--- config.mk ---
export PLATFORM = sky130hd
export DESIGN_NAME = if_id_queue_flat
export DESIGN_NICKNAME = d
export VERILOG_FILES = /design/src/rtl/if_id_queue_if.sv /design/src/rtl/if_id_queue.sv /design/src/flat_wrapper.sv
export SDC_FILE = /design/constraint.sdc
export NUM_CORES = 1
export LEC_CHECK = 0
export BUFFER_PORTS_ARGS = -buffer_cell sky130_fd_sc_hd__buf_2
export CAP_MARGIN = 25
export CORE_UTILIZATION = 25
export DETAILED_ROUTE_END_ITERATION = 6
export HOLD_SLACK_MARGIN = 0.08
export PLACE_DENSITY = 0.52
export SLEW_MARGIN = 5
export SYNTH_ARGS = -nofsm -noshare
export SYNTH_HDL_FRONTEND = slang
export SYNTH_SLANG_ARGS = --single-unit
--- constraint.sdc ---
create_clock -name clk -period 4.25 [get_ports clk]
set_input_delay 0.2125 -clock clk [delete_from_list [all_inputs] [get_ports clk]]
set_output_delay 0.2125 -clock clk [all_outputs]
set_load 0.05 [all_outputs]
--- src/rtl/if_id_queue_if.sv ---
// IF/ID queue handshake bundle: enqueue side from fetch,
// dequeue side to decode with predecode flags and occupancy.
interface if_id_queue_if #(
    parameter int DEPTH = 4
);
    localparam int ADDR_W = $clog2(DEPTH);

    logic              in_valid;
    logic [63:0]       in_pc;
    logic [31:0]       in_instr;
    logic              in_ready;

    logic              out_valid;
    logic [63:0]       out_pc;
    logic [31:0]       out_instr;
    logic              out_is_branch;
    logic              out_is_jump;
    logic              out_ready;

    logic [ADDR_W:0]   count;

    modport master (
        output in_valid,
        output in_pc,
        output in_instr,
        output out_ready,
        input  in_ready,
        input  out_valid,
        input  out_pc,
        input  out_instr,
        input  out_is_branch,
        input  out_is_jump,
        input  count
    );

    modport slave (
        input  in_valid,
        input  in_pc,
        input  in_instr,
        input  out_ready,
        output in_ready,
        output out_valid,
        output out_pc,
        output out_instr,
        output out_is_branch,
        output out_is_jump,
        output count
    );
endinterface

--- src/rtl/if_id_queue.sv ---
// Decoupling instruction queue between fetch and decode.
// Circular buffer of {pc, instr}, flushed on redirect, with opcode predecode.
module if_id_queue #(
    parameter int          DEPTH  = 4,
    parameter logic [63:0] RST_PC = 64'h0000_0000_8000_0000
) (
    input logic         clk,
    input logic         rst,
    input logic         flush,
    if_id_queue_if.slave q
);
    localparam int ADDR_W = $clog2(DEPTH);
    localparam int CNT_W  = ADDR_W + 1;

    localparam logic [CNT_W-1:0] FULL = CNT_W'(DEPTH);

    localparam logic [6:0] OP_BRANCH = 7'b1100011;
    localparam logic [6:0] OP_JAL    = 7'b1101111;
    localparam logic [6:0] OP_JALR   = 7'b1100111;

    typedef struct packed {
        logic [63:0] pc;
        logic [31:0] instr;
    } entry_t;

    entry_t            mem [DEPTH];
    logic [ADDR_W-1:0] wr_ptr;
    logic [ADDR_W-1:0] rd_ptr;
    logic [CNT_W-1:0]  cnt;

    logic   in_ready;
    logic   out_valid;
    logic   enq;
    logic   deq;
    entry_t head;
    logic   is_branch;
    logic   is_jump;

    // Ready comes only from the registered count, never from out_ready.
    assign in_ready  = (cnt != FULL);
    assign out_valid = (cnt != '0);
    assign enq       = q.in_valid & in_ready;
    assign deq       = out_valid & q.out_ready;

    always_ff @(posedge clk) begin
        if (!rst) begin
            wr_ptr <= '0;
            rd_ptr <= '0;
            cnt    <= '0;
        end else if (flush) begin
            wr_ptr <= '0;
            rd_ptr <= '0;
            cnt    <= '0;
        end else begin
            if (enq) wr_ptr <= wr_ptr + 1'b1;
            if (deq) rd_ptr <= rd_ptr + 1'b1;
            case ({enq, deq})
                2'b10:   cnt <= cnt + 1'b1;
                2'b01:   cnt <= cnt - 1'b1;
                default: cnt <= cnt;
            endcase
        end
    end

    // Storage is not reset; a flushed enqueue never lands.
    always_ff @(posedge clk) begin
        if (rst && !flush && enq) begin
            mem[wr_ptr] <= '{pc: q.in_pc, instr: q.in_instr};
        end
    end

    always_comb begin
        head = '{pc: RST_PC, instr: 32'h0};
        if (out_valid) head = mem[rd_ptr];
    end

    always_comb begin
        is_branch = 1'b0;
        is_jump   = 1'b0;
        unique case (1'b1)
            head.instr[6:0] == OP_BRANCH: is_branch = out_valid;
            head.instr[6:0] == OP_JAL:    is_jump   = out_valid;
            head.instr[6:0] == OP_JALR:   is_jump   = out_valid;
            default: ;
        endcase
    end

    assign q.in_ready      = in_ready;
    assign q.out_valid     = out_valid;
    assign q.out_pc        = head.pc;
    assign q.out_instr     = head.instr;
    assign q.out_is_branch = is_branch;
    assign q.out_is_jump   = is_jump;
    assign q.count         = cnt;
endmodule

--- src/flat_wrapper.sv ---
// flat-port wrapper written by rule: the top's interface ports become plain ports
module if_id_queue_flat 
#(
    parameter int          DEPTH  = 4,
    parameter logic [63:0] RST_PC = 64'h0000_0000_8000_0000
)
  (clk, rst, flush, q_in_valid, q_in_pc, q_in_instr, q_out_ready, q_in_ready, q_out_valid, q_out_pc, q_out_instr, q_out_is_branch, q_out_is_jump, q_count);
  if_id_queue_if #(.DEPTH(DEPTH)) q_i ();
  input logic clk;
  input logic rst;
  input logic flush;
  input wire logic [$bits(q_i.in_valid)-1:0] q_in_valid;
  input wire logic [$bits(q_i.in_pc)-1:0] q_in_pc;
  input wire logic [$bits(q_i.in_instr)-1:0] q_in_instr;
  input wire logic [$bits(q_i.out_ready)-1:0] q_out_ready;
  output wire logic [$bits(q_i.in_ready)-1:0] q_in_ready;
  output wire logic [$bits(q_i.out_valid)-1:0] q_out_valid;
  output wire logic [$bits(q_i.out_pc)-1:0] q_out_pc;
  output wire logic [$bits(q_i.out_instr)-1:0] q_out_instr;
  output wire logic [$bits(q_i.out_is_branch)-1:0] q_out_is_branch;
  output wire logic [$bits(q_i.out_is_jump)-1:0] q_out_is_jump;
  output wire logic [$bits(q_i.count)-1:0] q_count;
  assign q_i.in_valid = q_in_valid;
  assign q_i.in_pc = q_in_pc;
  assign q_i.in_instr = q_in_instr;
  assign q_i.out_ready = q_out_ready;
  assign q_in_ready = q_i.in_ready;
  assign q_out_valid = q_i.out_valid;
  assign q_out_pc = q_i.out_pc;
  assign q_out_instr = q_i.out_instr;
  assign q_out_is_branch = q_i.out_is_branch;
  assign q_out_is_jump = q_i.out_is_jump;
  assign q_count = q_i.count;
  if_id_queue #(.DEPTH(DEPTH), .RST_PC(RST_PC)) u_core (.clk(clk), .rst(rst), .flush(flush), .q(q_i));
endmodule
==> flow_summary.yaml <==
status:
  status: "finished, violations left"
  violations: "DRC"
logic_synthesis:
  synth.net_count: 775
  synth-main-ff-cell: "edfxtp_1"
  synth_area_leader_cell: "edfxtp_1"
  synth.most_common_cell: "edfxtp_1"
  yosys-top-cells-area: "edfxtp_1 (77%), mux4_2 (14%), and2_1 (4.1%)"
  seq_area_frac_synth_pct: 78.0
  synth_common_cells: "edfxtp_1 (384), and2_1 (99), mux4_2 (96)"
  synthArstFlopShare_pct: 0
  synth.distinct_cells: 26
  synth_top_area_share_pct: 76.8
  postSynthAreaPerCell_sq_um: 22.5
  ys_ff_latch: 393
  synth-edff-count: 384
  synth_area_sq_mm: 0.0150
  synth_warnings: 0
  syn_inst: 668
final_layout:
  seq_area_sq_mm: 0.0117
  layout-drive-gt1-share_pct: 37.4
  multi_input_comb_area_sq_mm: 0.00307
  fill_cells: 5754
  final_area_sq_mm: 0.0193
  fin_nets: 1102
  area_growth_pct: 28.4
critical_path:
  required_ps: 4040
  critPathCaptureType: "output port"
  reg2reg_from: "u_core.q.count[0]$_SDFFE_PP0P_"
  cp-start-kind: "register"
  cp.arrival_ps: 2790
  crit_path_max_fanout: 35
  criticalPathCategory: "reg -> out"
sta:
  period_needed_ps: 3000
  tns_ps: 0
  max_freq_mhz: 333
  drv_slew: 0
  setup_viol: 0
  hold_viol_final: 0
  max_slew.worst_pin.slew_ps: 653
  skew_ps: 7.87
  relSlewSlack_pct: 56.5
  grt_setup_unrepaired: "false"
  period_share_pct: 70.7
power_and_ir_drop:
  p_leak_nw: 6.54
  ir_worst_vdd_mv: 0.274
  power_density_mw_per_mm2: 438
routing:
  vias: 7487
  drt-initial-drc-count: 354
  drc_errors: 30
  dr.pass1.iters: 7
  via_per_inst: 4.16
  ant_nets: 0
  wirelength_um: 32800
  wl_per_cell_um: 18.2
clocking:
  clock_path_buffers: 3
  cts_buffers: 43
  cts_resized: 0
  clk_pin_slew_ps: 60
  cts_tree: "done"
  insertion_delay_ps: 550
  htreeDepth: 2
  clock-sinks: 393
  cts_root_buffer: "clkbuf_16"
global_route:
  grt_max_degree: 53
  grt_pass1_wl_um: 49100
  track_usage_pct: 10.8
  grt_overflow: 0
  antenna_found_initial: 3
  grt_pass1_vias: 8074
die:
  core-area_sq_mm: 0.0592
  die-area_sq_mm: 0.0611
  rows: 89
  ios: 204
  initial_core_util_pct: 25.4
  die_h_um: 247
  die_w_um: 247
min_path:
  worstHoldPathType: "in -> reg"
  hold_start: "rst"
placement:
  io_buffers: 203
  dpl-instance-area_sq_mm: 0.0170
  place_hpwl_um: 19000
  gp_routability_congestion: 0.663
run:
  cap_viol_max_count: 0
[cells in the final DEF, fill, tap and decap left out, drive strengths merged, types with 2 or more instances in the layout]
cell type,Yosys,routed
a21oi,4,4
and2,99,99
buf,20,217
bufinv,0,2
clkbuf,13,51
clkinv,0,20
dfxtp,9,9
dlygate4sd3,0,98
edfxtp,384,384
ha,5,5
inv,9,9
mux4,96,96
nand3,3,3
nor2,7,7
nor3,2,2
o21ai,3,3
xor2,4,4
[cell families (layout without fill, tap and decap cells)]
logic type	count (synthesis)	after routing	share of synthesized area (%)
AO/OA/AOI/OAI	9	9	0.342
AND/OR/NAND/NOR	118	118	4.82
other	0	1	0
buffers and inverters	42	398	1.70
flip-flops	393	393	78.0
multiplexers	96	96	14.4
XOR/XNOR	4	4	0.233
adder cells (fa/ha/maj)	6	6	0.550
[what timing repair did]
action	CTS	global route
buffers inserted	0	0
hold endpoints to repair	387	0
hold buffers	98	0
[state kept, by name (all words and copies together), names as in the netlist, named ones only]
register	cells
u_core.wr_ptr	2
u_core.q.count	3
u_core.rd_ptr	2
u_core.mem	384
[worst max-delay path, stage by stage (launching register included)]
cell,delay [ps]
dfxtp_4,620
buf_12,350
mux4_2,310
nand4b_1,250
nor4b_2,350
buf_2,330
[report_power, final]
group	internal (mW)	switching, mW	leakage (nW)
sequential	4.29	0.0131	3.54
clock	2.06	1.48	0.659
combinational	0.217	0.395	2.33
total	6.57	1.89	6.54
[per-layer routing]
| metal | vias up | wire length [um] | part of all wire (%) | GRT usage (%) |
|---|---|---|---|---|
| li1 | 3368 | - | - | - |
| met1 | 3888 | 14000 | 43 | 13.5 |
| met2 | 175 | 16100 | 49 | 18.0 |
| met3 | 54 | 1980 | 6.0 | 2.89 |
| met4 | 2 | 778 | 2.4 | 3.70 |
| met5 | - | 13 | 0.040 | 0 |
[path summary, 6_finish.rpt]
check	depth (start not counted)	slack (ps)	to
setup reg to reg	4	1840	u_core.mem[0][67]$_DFFE_PP_
setup / recovery	5	1250	q_out_is_branch
hold reg to reg	2	530	u_core.rd_ptr[1]$_SDFFE_PP0P_
hold / removal	3	130	u_core.rd_ptr[0]$_SDFFE_PP0P_
[metrics by stage]
step / hold slack (ps) / instances / util, % / power, mW / setup slack, ps
floorplan: 311 / 668 / - / 4.75 / 359
global placement: 426 / 1625 / 28.7 / 4.93 / 1740
detailed placement: 430 / 1625 / 28.7 / 4.94 / 1690
CTS: 99.8 / 1797 / 32.6 / 8.59 / 1090
global route: 174 / 1798 / 32.6 / 8.75 / 1060
finish: 132 / 1798 / 32.6 / 8.45 / 1250
[cell type report]
cell class	count	share of cell area, %
Inverter	9	0.182
Sequential cell	393	60.7
Tap cell	773	5.01
Antenna cell	1	0.0130
Clock inverter	23	0.863
Clock buffer	51	6.01
Multi-Input combinational cell	233	15.9
Timing Repair Buffer	315	11.3
(Power assumes the default switching activity.)
